==> config.mk <==
export PLATFORM = sky130hd
export DESIGN_NAME = booth_multiplier
export DESIGN_NICKNAME = d
export VERILOG_FILES = /design/src/rtl/booth_multiplier.sv
export SDC_FILE = /design/constraint.sdc
export NUM_CORES = 1
export LEC_CHECK = 0
export CAP_MARGIN = 10
export CORE_UTILIZATION = 50
export DETAILED_ROUTE_END_ITERATION = 10
export PLACE_DENSITY = 0.85
export SLEW_MARGIN = 20
export SYNTH_ARGS = -nofsm -noshare
export SYNTH_HDL_FRONTEND = slang
export SYNTH_SLANG_ARGS = --single-unit
==> constraint.sdc <==
create_clock -name clk -period 5.91 [get_ports clk]
set_clock_uncertainty 0.15 [all_clocks]
set_input_delay 1.773 -clock clk [delete_from_list [all_inputs] [get_ports clk]]
set_output_delay 1.773 -clock clk [all_outputs]
set_load 0.005 [all_outputs]
==> src/rtl/booth_multiplier.sv <==
// Sequential signed multiplier using Booth recoding: radix-2 by default, or radix-4
// (modified Booth) when BOOTH_RADIX4_EN is defined. Same start/valid handshake as the Booth divider.
module booth_multiplier #(
  parameter int N = 4
) (
  input  logic                  clk,
  input  logic                  rst,
  input  logic                  start,
  input  logic signed [N-1:0]   X,
  input  logic signed [N-1:0]   Y,
  output logic signed [2*N-1:0] Z,
  output logic                  valid
);

`ifdef BOOTH_RADIX4_EN
  localparam int SH    = 2;
  localparam int AW    = N + 2;
  localparam int STEPS = N / 2;
`else
  localparam int SH    = 1;
  localparam int AW    = N + 1;
  localparam int STEPS = N;
`endif
  localparam int CW   = $clog2(N + 1);
  localparam int CATW = AW + N + 1;

  generate
    if (N < 2) begin : g_bad_n
      $error("booth_multiplier: N must be >= 2");
    end
`ifdef BOOTH_RADIX4_EN
    if (N % 2 != 0) begin : g_odd_n
      $error("booth_multiplier: radix-4 build needs an even N");
    end
`endif
  endgenerate

  typedef enum logic [1:0] {IDLE, CALC, DONE} state_t;

  state_t                state_q, state_d;
  logic signed [AW-1:0]  m_q, m_d;
  logic signed [AW-1:0]  a_q, a_d;
  logic [N-1:0]          q_q, q_d;
  logic                  q1_q, q1_d;
  logic [CW-1:0]         cnt_q, cnt_d;
  logic signed [2*N-1:0] z_q, z_d;
  logic                  valid_q, valid_d;

  logic signed [AW-1:0]   addend;
  logic signed [AW-1:0]   sum;
  logic signed [CATW-1:0] cat;
  logic signed [CATW-1:0] shifted;

  // One Booth step: recode, add, then arithmetic shift of {A,Q,q_1}.
  always_comb begin
    addend = '0;
`ifdef BOOTH_RADIX4_EN
    case ({q_q[1:0], q1_q})
      3'b001, 3'b010: addend = m_q;
      3'b011:         addend = m_q <<< 1;
      3'b100:         addend = -(m_q <<< 1);
      3'b101, 3'b110: addend = -m_q;
      default:        addend = '0;
    endcase
`else
    case ({q_q[0], q1_q})
      2'b01:   addend = m_q;
      2'b10:   addend = -m_q;
      default: addend = '0;
    endcase
`endif
    sum     = a_q + addend;
    cat     = {sum, q_q, q1_q};
    shifted = cat >>> SH;
  end

  always_comb begin
    state_d = state_q;
    m_d     = m_q;
    a_d     = a_q;
    q_d     = q_q;
    q1_d    = q1_q;
    cnt_d   = cnt_q;
    z_d     = z_q;
    valid_d = valid_q;
    case (state_q)
      IDLE, DONE: begin
        if (start) begin
          m_d     = {{(AW-N){X[N-1]}}, X};
          a_d     = '0;
          q_d     = Y;
          q1_d    = 1'b0;
          cnt_d   = CW'(STEPS);
          valid_d = 1'b0;
          state_d = CALC;
        end
      end
      CALC: begin
        a_d   = shifted[CATW-1 -: AW];
        q_d   = shifted[N:1];
        q1_d  = shifted[0];
        cnt_d = cnt_q - 1'b1;
        // Z is only written on the final step so it holds through CALC.
        if (cnt_q == CW'(1)) begin
          z_d     = shifted[2*N:1];
          valid_d = 1'b1;
          state_d = DONE;
        end
      end
      default: state_d = IDLE;
    endcase
  end

  always_ff @(posedge clk or negedge rst) begin
    if (!rst) begin
      state_q <= IDLE;
      m_q     <= '0;
      a_q     <= '0;
      q_q     <= '0;
      q1_q    <= 1'b0;
      cnt_q   <= '0;
      z_q     <= '0;
      valid_q <= 1'b0;
    end else begin
      state_q <= state_d;
      m_q     <= m_d;
      a_q     <= a_d;
      q_q     <= q_d;
      q1_q    <= q1_d;
      cnt_q   <= cnt_d;
      z_q     <= z_d;
      valid_q <= valid_d;
    end
  end

  assign Z     = z_q;
  assign valid = valid_q;

endmodule

Yosys cells after proc, flatten, opt, wreduce, memory -nomap -nowiden
Index checks and enable logic that the tools add are counted.
{ "totals": {"reg_bits": 28, "latchBits": 0, "mem_bits_rw": 0, "romBits": 0, "inputBits": 11, "output_inout_bits": 9, "elab_cells": 40, "memories": 0} }
{ "op_classes": {"addsub": 3, "n_mul": 0, "div_mod_pow": 0, "n_lt_le_gt_ge": 0, "eq_ne": 7, "n_shift": 0, "n_mux": 14, "n_bitwise": 0, "n_reduce_logical": 8} }
{ "ops": {"columns": ["operator", "n"], "rows": [
  ["$pmux 5 s2", 2],
  ["$pmux 4 s2", 1],
  ["$reduce_and 2->1", 4],
  ["$pmux 3 s2", 1],
  ["$add 5x5->5", 1],
  ["$mux 5", 1],
  ["$neg 4->5", 1],
  ["$eq 2x1->1 const B", 2],
  ["$eq 2x2->1 const B", 2],
  ["$mux 2", 2],
  ["$mux 4", 1],
  ["$ne 2x2->1 const B", 2],
  ["$pmux 1 s2", 2],
  ["$pmux 2 s2", 1],
  ["$eq 3x1->1 const B", 1],
  ["$mux 3", 1],
  ["$reduce_and 3->1", 1],
  ["$sub 3x1->3 const B", 1],
  ["$logic_not 2->1", 1],
  ["$mux 1", 2],
  ["$reduce_bool 2->1", 1],
  ["$reduce_or 2->1", 1]
]} }

Longest topological paths before layout
{ "logic_depth": {"depth_word": 4, "depth_mapped": 12} }

Worst setup path before layout
Ideal clock, no wire load.
{ "synth_timing": {"kind": "input to register", "from": "input start", "to": "register m_q[2]", "setup_ps": 125, "t_arrival_ps": 2553, "path_slack_ps": 3082, "cell_stages": 3, "n_path_buf": 1, "cell_sequence": "nand2b_1 clkbuf_1 mux2_2"} }
{ "synth_between": {"elab_chain_cells": 1} }
{ "synth_rtl": {"columns": ["item", "line", "text"], "rows": [
  ["start: declaration", "8", "input logic start,"],
  ["$reduce_and 2->1 (no source line)", null, null],
  ["end signal: assignment", "126", "m_q <= m_d;"],
  ["end: declaration", "41", "logic signed [AW-1:0] m_q, m_d;"]
]} }
Every way passes these cells.
A chain may end at the register's enable or synchronous reset.

Final worst setup path
{ "layout_timing": {"from": "register z_q[1] (netlist: Z[1])", "to": "output Z[1]"} }
{ "layout_rtl": {"columns": ["item", "line", "text"], "rows": [
  ["start: declaration", "46", "logic signed [2*N-1:0] z_q, z_d;"],
  ["start signal: assignment", "131", "z_q <= z_d;"],
  ["end: declaration", "11", "output logic signed [2*N-1:0] Z,"]
]} }
No word-level cell between the ends.

==> reports/metrics.yaml <==
p_per_area_nw_per_um2: 534
pre_cts_slack_ns: 2.49
period_needed_ns: 3.14
worst_pin_slew_ns: 0.603
syn-mean-instance-area_um2: 10.1
endpoint_kind: "output port"
synth_area_leader_cell: "dfrtp_1"
path_buf_inv: 1
core_area_um2: 2570
avgViaCountPerCell: 5.52
layout_commonest_cell: "dfrtp_1"
reg2reg_from: "q_q[0]"
crit_fanout: 2
antenna_cells: 0
antenna_found_initial: 0
drv_slew: 0
ant_nets: 0
die-area_um2: 3010
numPortBuffers: 19
max_clock_freq_mhz: 319
cpPeakStageDelay_ns: 0.51
ys_ff_latch: 27
dr_total_vias: 1043
clk_pin_slew_ns: 0.14
layout_common_cells: "dfrtp_1, nand2_1, clkdlybuf4s50_1"
place_area_um2: 1620
cpMaxStageDelayCell: "clkdlybuf4s50_1"
cts_buffer_depth: 2
finish.instance_area_um2: 1650
clock_sinks: 27
cts_root_buf: "clkbuf_4"
drv_cap: 0
path_class: "reg2out"
ioPinCount: 20
min_period_over_period_pct: 53.1
ys_warn_count: 0
grt_usage_pct: 20.0
synth_area_um2: 1400
arrival_ns: 1.22
grt_pass1_vias: 974
peakVddDrop_mv: 0.325
first_pass_iters: 5
postCtsSetupBuffers: 0
rsz0062_at_grt: "false"
syn2layout_area_growth_pct: 17.7
synth_area_leaders: "dfrtp_1, ha_1, nand2_1"
crit_path_start_kind: "flip-flop"
setup_viol: 0
leakage_uw: 0.000791
grt_max_degree: 28
die_height_um: 54.9
cts_hold_repair.buffers: 0
hold_viol_final: 0
cts_tree: "built"
die_w_um: 54.9
grt_overflow_total: 0
ctsResizeCount: 0
required_ns: 3.99
drc: 0
synth_cells: 139
fin_nets: 181
num_rows: 18
status: "completed"
cts_inserted_buffers: 3
yosysUniqueCellTypes: 32
start_util_pct: 54.5
layout-drive-gt1-share_pct: 8.81
hpwl_um: 1980
fin_ws_ns: 2.77
routed_wl_um: 2620
crit_chain: "clkdlybuf4s50_1"
critical_path.top_delay_family: "buffers and inverters"
relSlewSlack_pct: 59.8
synth_nets: 160
crit_start: "Z[1]"
clock_latency_ns: 0.33
tns_ns: 0
drtIter0Drc: 11
min_path_type: "reg2reg"
grt_pass1_wl_um: 4210
yosys.area.top_type_share_pct: 48.3
avgRoutedWirePerCell_um: 13.9
nFillCells: 218
hp-start: "Z[0]"
htreeDepth: 1
gp_congestion: 0.846
synth_seq_area_share_pct: 48.3
[cell families after synthesis]
group	share of synthesized area (%)
and+or+nand+nor	16.8
AOI/OAI and AO/OA	12.3
DFF	48.3
buffers and inverters	3.76
adders and majority gates	9.48
muxes	6.44
xor gates and xnor gates	2.86
[flip-flops by register name, summed over array words and instances, names as in the netlist]
signal,count
q_q,4
valid,1
state_q,2
q1_q,1
m_q,4
cnt_q,3
Z,8
a_q,4
[final timing paths]
path	cells past startpoint	to	slack, ns
worst max-delay path	1	Z[1]	2.77
worst min-delay path	2	Z[0]	0.34
worst max register to register	11	a_q[3]	3.06
worst min register to register	2	Z[0]	0.34
max in group asynchronous	2	a_q[0]	3.70
min in group asynchronous	2	m_q[3]	1.65
[synth_stat cells]
master,n
dfrtp_1,27
nand2_1,26
inv_1,10
ha_1,9
o21ai_0,9
nor2_1,8
o22ai_1,6
a21oi_1,5
nand2b_1,5
clkbuf_1,4
mux2_2,4
mux2i_1,3
a21o_1,2
and2_1,2
nor2b_1,2
a21oi_4,1
a22o_1,1
a22oi_1,1
and2_2,1
and3_1,1
fa_1,1
mux2_4,1
nand3_2,1
nor3_1,1
nor3b_1,1
nor4b_1,1
o2bb2ai_1,1
o311ai_0,1
or2_2,1
xnor2_1,1
xnor3_1,1
xor2_1,1
[through the flow]
stage / total power (uW) / cells / util [%] / hold WS, ns
final: 880 / 189 / 64.1 / 0.337
after global routing: 962 / 189 / 64.1 / 0.384
after CTS: 887 / 189 / 64.1 / 0.346
after detailed placement: 810 / 185 / 63.1 / 0.313
after global placement: 786 / 185 / 63.1 / 0.312
after floorplan: 661 / 139 / - / 0.306
[power by group]
part	internal (uW)	total [uW]	switching, uW
combinational	232	468	237
sequential	272	332	60.3
clock	25.4	79.1	53.7
[metal layers]
layer	vias to the layer above	GRT usage [%]	wire length, um
li1	508	-	-
met1	505	24.7	1190
met2	24	35.3	1290
met3	6	3.55	100
met4	0	6.25	32
met5	-	0	0
[cell type report]
cell class / instances / area, um^2 / area share, %
sequential: 27 / 676 / 41.0
tap: 30 / 37.5 / 2.28
multi-input combinational: 98 / 671 / 40.7
inverter: 10 / 37.5 / 2.28
timing repair buffer: 20 / 198 / 12.0
clock buffer: 3 / 22.5 / 1.37
clock inverter: 1 / 5.00 / 0.304
Note: power is estimated with default switching activity, not from simulation.
==> variant 1 (config.mk and constraints unchanged) <==
The option `BOOTH_RADIX4_EN` is turned on by a define.
--- a/src/rtl/booth_multiplier.sv
+++ b/src/rtl/booth_multiplier.sv
@@ -1,4 +1,6 @@
 // Sequential signed multiplier using Booth recoding: radix-2 by default, or radix-4
 // (modified Booth) when BOOTH_RADIX4_EN is defined. Same start/valid handshake as the Booth divider.
+`define BOOTH_RADIX4_EN
+
 module booth_multiplier #(
   parameter int N = 4
Behaviour: not the same (a bounded check fails within 4 cycles, from zero or initial values and one cycle with rst low).
==> variant 1 against the unedited design <==
  * Total power up 43%
  * Sequential power up 24%
  * Register-to-register slack worse by 0.16 ns
  * Wire length up 19%
  * Sequential share of layout area down 5.9 points
  * Synthesized area up 20%
  * Synthesized cell count up 32%
  * Sequential cell count unchanged
  * Cell area up 17%
  * Worst setup slack worse by 0.0084 ns
  * Critical endpoint is now q1_q
==> variant 1: results (changes against the unedited design) <==
* Depth of the worst register-to-register path: 13 (+2)
- By count the netlist is led by 27 x dfrtp_1, 27 x nand2_1, 16 x o21ai_0.
- Register-to-register path setup slack: 2.90 ns (-0.16 ns)
- First-pass iteration count of the detailed router: 4 (-1)
- Number of global-route vias before repair: 1,234 (+27%)
* Total Routing Usage GR: 20.6% (+0.62 points)
- The first-pass GRT wire length was 5.55 mm (+32%).
- Count of fill cells added during filler insertion: 264 (+21%)
- The register clock-pin slew on the reported worst setup and hold paths was 0.14 ns (about the same).
- WL/cell: 12.9 um (-7.2%)
- Highest net fanout along the worst path: 11 (+9)
* Count of different cell masters after synthesis: 41 (+28%)
- The final HPWL from detailed placement is 2.37 mm (+20%).
- Fraction of layout instances using a drive strength above 1: 6.03% (-2.8 points)
- The sequential element share of the synthesized area is 40.1% (-8.2 points).
- VDD IR max: 0.000298 V (-8.4%)
* Critical path origin: start
- The routability congestion estimate is 0.815 (-3.6%).
- The flow ran to the end, and the final reports show no timing, DRC or antenna violations.
- Headroom to the max-slew limit: 61.2% (+1.4 points)
* Data arrival, critical path: 3.22 ns (+2.00 ns)
- The layout net count was 220 (+22%).
* Placement Cell Area: 1890 um2 (+17%)
- The initial antenna violation count was 0 (unchanged).
* Reported leakage power: 0.850 nW (+7.5%)
* Number of buffers created by CTS: 3 (unchanged)
- Highest-delay cell along the critical path: clkdlybuf4s50_1
- The number of vias per cell came to 5.50 (-0.30%).
- Synth area leaders: dfrtp_1 40%, nand2_1 6.0%, ha_1 5.9%, o21ai_0 4.8%, xnor2_1 3.1%
* Delay contributed by the slowest stage of the critical path: 0.68 ns (+0.17 ns)
- In this run the critical register-to-register path is captured at Z[7].
* Number of violations reported at the end of detailed-routing iteration 0: 49 (+38)
* CP Capture Point: q1_q
- The net count after synthesis is 204 (+28%).
* Max Buffers Root-to-Sink: 2 (unchanged)
- Post-CTS Setup Inserts: 0 (unchanged)
## variant 1: changes by cell type in the layout (fill, tap and decap cells not counted), moves of 3 or more
cell      change
a22o_1        +3
a21oi_1       +5
o21ai_0       +7
o22ai_1       -3
xnor2_1       +5
nor2b_1       +4
nand3_1       +4
a211oi_1      +3
## variant 1: cell families (layout without fill, tap and decap cells)
| kind of cell | Yosys count | after routing | synth area share (%) |
|---|---|---|---|
| adder cells (fa/ha/maj) | 9 | 9 | 7.14 |
| flip-flops | 27 | 27 | 40.1 |
| buffers and inverters | 20 | 35 | 4.91 |
| multiplexers | 9 | 9 | 5.80 |
| XOR/XNOR | 10 | 10 | 5.65 |
| AO/OA/AOI/OAI | 51 | 51 | 19.3 |
| AND/OR/NAND/NOR | 58 | 58 | 17.1 |
## variant 1: worst min path at each step
stage,slack [ns],depth (start not counted),start,end
finish,0.35,2,Z[4],Z[4]
detailed placement,0.32,2,valid,valid
floorplan,0.32,2,valid,valid
CTS,0.35,2,Z[4],Z[4]
global placement,0.31,2,Z[4],Z[4]
global route,0.38,2,Z[4],Z[4]
## variant 1: routing by layer
metal | up-vias | track usage [%] | routed length, um | share of wire [%]
li1 | 669 | - | - | -
met1 | 630 | 30.0 | 1470 | 47
met2 | 32 | 32.4 | 1500 | 48
met3 | 6 | 1.52 | 114 | 3.6
met4 | 0 | 7.64 | 41 | 1.3
met5 | - | 0 | 0 | 0
## variant 1: area by class of cell
| class | count | area share (%) |
|---|---|---|
| timing repair buffer | 20 | 10.3 |
| inverter | 11 | 2.15 |
| tap | 44 | 2.87 |
| sequential | 27 | 35.2 |
| clock buffer | 4 | 1.37 |
| multi-input combinational | 137 | 48.1 |
## variant 1: through the flow
stage | std cells | setup slack (ns) | power, mW | util (%)
final | 243 | 2.76 | 1.26 | 61.4
after global routing | 243 | 2.60 | 1.40 | 61.4
after global placement | 239 | 2.45 | 1.17 | 60.6
after CTS | 243 | 2.76 | 1.27 | 61.4
after detailed placement | 239 | 2.40 | 1.19 | 60.6
after floorplan | 184 | 3.15 | 0.985 | -
## variant 1: power breakdown
group / switching [mW] / leakage (nW) / internal, mW
combinational: 0.379 / 0.505 / 0.392
clock: 0.0509 / 0.0150 / 0.0264
sequential: 0.135 / 0.331 / 0.276
total: 0.565 / 0.850 / 0.695
## variant 1: critical path: cells and delay by family
| family | cells | cell delay, ns |
|---|---|---|
| AND/OR/NAND/NOR | 2 | 0.57 |
| buffers and inverters | 1 | 0.68 |
| AO/OA/AOI/OAI | 1 | 0.21 |
==> variant 2 (same settings) <==
Made on the original files. Register the inputs `start`, `X` and `Y` before use. The logic sees them one clock later.
--- a/src/rtl/booth_multiplier.sv
+++ b/src/rtl/booth_multiplier.sv
@@ -24,4 +24,14 @@
   localparam int CW   = $clog2(N + 1);
   localparam int CATW = AW + N + 1;
+
+  logic start_q;
+  logic signed [N-1:0] X_q;
+  logic signed [N-1:0] Y_q;
+
+  always_ff @(posedge clk) begin
+    start_q <= start;
+    X_q     <= X;
+    Y_q     <= Y;
+  end
 
   generate
@@ -86,8 +96,8 @@
     case (state_q)
       IDLE, DONE: begin
-        if (start) begin
-          m_d     = {{(AW-N){X[N-1]}}, X};
+        if (start_q) begin
+          m_d     = {{(AW-N){X_q[N-1]}}, X_q};
           a_d     = '0;
-          q_d     = Y;
+          q_d     = Y_q;
           q1_d    = 1'b0;
           cnt_d   = CW'(STEPS);
Behaviour: not the same (a bounded check fails within 10 cycles, from zero or initial values and one cycle with rst low).
==> variant 2 against the unedited design <==
  * Cell area increased by 13%
  * Sequential cell count up 9
  * First-iteration DRC count rose to 3.2 times the old value
  * Maximum frequency up 0.59%
  * Combinational power fell by 7.1%
  * Total power rose by 8.5%
  * Hold slack worse by 0.067 ns
  * Wire length increased by 14%
  * Worst setup slack improved by 0.018 ns
  * Synthesized area increased by 14%
==> variant 2: results (changes against the unedited design) <==
- The flow ran to the end, and the final reports show no timing, DRC or antenna violations.
* Total Routing Usage GR: 21.6% (+1.6 points)
* Layout Nets: 192 (+6.1%)
- Largest delay contributor family on the critical path: buffers and inverters
* Critical path origin: Z[5]
- Synth area leaders: dfrtp_1 42%, dfxtp_1 11%, ha_1 7.1%, nand2_1 5.2%, mux2_2 5.0%
* Global routing met1 resource utilization: 24.7% (+0.059 points)
* Depth of the worst register-to-register path: 10 (-1)
- The antenna cell count is 0 (unchanged).
* Count of different cell masters after synthesis: 33 (+3.1%)
- Clock H-tree levels: 2 (+1)
- The initial antenna violation count was 0 (unchanged).
- First-pass GRT wire length: 5.33 mm (+27%)
* Drt total wl: 2.99 mm (+14%)
* Seq/Total Area, Yosys: 53.8% (+5.5 points)
* Non-filler cells in the finished layout: 216 (+14%)
* Max Buffers Root-to-Sink: 2 (unchanged)
- The arrival time reported for the critical path endpoint came to 1.20 ns (-0.02 ns).
- Headroom to the max-slew limit: 46.0% (-14 points)
* Beginning of the worst hold path: X_q[2]
* Critical R2R Capture: Z[7]
- Pin count of the biggest net entering global routing: 28 (unchanged)
- The met2 track demand over resource in global routing was 36.8% (+1.4 points).
- VDD IR max: 0.000233 V (-28%)
- Reported leakage power: 0.867 nW (+9.7%)
- The final HPWL from detailed placement came to 2.21 mm (+12%).
- Delay contributed by the slowest stage of the critical path: 0.50 ns
- Register-to-register path setup slack: 3.12 ns (+0.06 ns)
* Highest net fanout along the worst path: 2 (unchanged)
- The routability congestion estimate was 0.906 (+7.1%).
* Count of fill cells added during filler insertion: 247 (+13%)
* Fraction of layout instances using a drive strength above 1: 10.5% (+1.7 points)
- Vias: 1,130 (+8.3%)
- Clk pin slew, worst setup/hold paths: 0.11 ns (-0.03 ns)
- The met3 track demand over resource in global routing came to 6.59% (+3.0 points).
- The number of routed nets with antenna violations is 0 (unchanged).
- Most instantiated cells after synthesis: 27 x dfrtp_1, 22 x nand2_1, 13 x o21ai_0
- The port buffer count was 19 (unchanged).
- Share of synthesized flip-flops with an asynchronous set or reset: 75.0% (-25 points)
- Number of violations reported at the end of detailed-routing iteration 0: 35 (+24)
- End point of the worst hold path: m_q[2]
* Number of warnings issued by yosys: 0 (unchanged)
- Number of global-route vias before repair: 1,190 (+22%)
- Number of instances in the synthesized netlist: 149 (+7.2%)
- The number of gates given a new drive strength after cts is 0 (unchanged).
* First-pass iteration count of the detailed router: 4 (-1)
* Net count after synthesis: 170 (+6.3%)
- Placed cells: 208 (+12%)
- Library cell used as clock root buffer: clkbuf_4
- Number of buffers created by CTS: 5 (+2)
* Flip-flop count of the largest register, all copies and words added: 8 (unchanged)
* Reg-to-Reg Start: q_q[0]
==> variant 2: worst max path at each step <==
stage | end | slack (ns) | cells after the start
after floorplan | Z[7] | 3.26 | 10
after global placement | Z[2] | 3.16 | 1
after detailed placement | Z[7] | 3.12 | 10
after CTS | Z[4] | 2.76 | 1
after global routing | Z[7] | 2.70 | 1
final | Z[5] | 2.79 | 1
==> variant 2: cells by family (layout without fill, tap and decap cells) <==
| family | after synthesis | in the layout | share of synthesized area, % |
|---|---|---|---|
| muxes | 9 | 9 | 6.21 |
| xor gates and xnor gates | 3 | 3 | 2.52 |
| adders and majority gates | 10 | 10 | 8.33 |
| buffers and inverters | 15 | 38 | 4.09 |
| AOI/OAI and AO/OA | 29 | 29 | 11.4 |
| and+or+nand+nor | 47 | 47 | 13.7 |
| DFF | 36 | 36 | 53.8 |
==> variant 2: per-stage QoR <==
step / hold slack, ns / area, um2
after global placement: 0.256 / 1820
after global routing: 0.283 / 1870
after floorplan: 0.248 / 1590
after CTS: 0.274 / 1870
final: 0.271 / 1870
after detailed placement: 0.258 / 1820
==> variant 2: routing by layer <==
metal	part of all wire [%]	vias to the layer above	wire, um
met1	42	539	1260
met3	5.3	9	157
met5	0	-	0
met2	50	34	1490
met4	2.4	0	72
li1	-	548	-
==> variant 2: report_power, final <==
part	switching [mW]	leakage (nW)	internal, mW
Clock	0.0784	0.0293	0.0464
Combinational	0.223	0.427	0.212
Sequential	0.0610	0.411	0.334
==> variant 2: area by class of cell <==
cell class	instances	area, um2	area share, %
sequential	36	856	45.8
multi-input combinational	98	671	35.9
clock inverter	1	5.00	0.268
inverter	10	37.5	2.01
clock buffer	7	45.0	2.41
tap	44	55.1	2.95
timing repair buffer	20	198	10.6
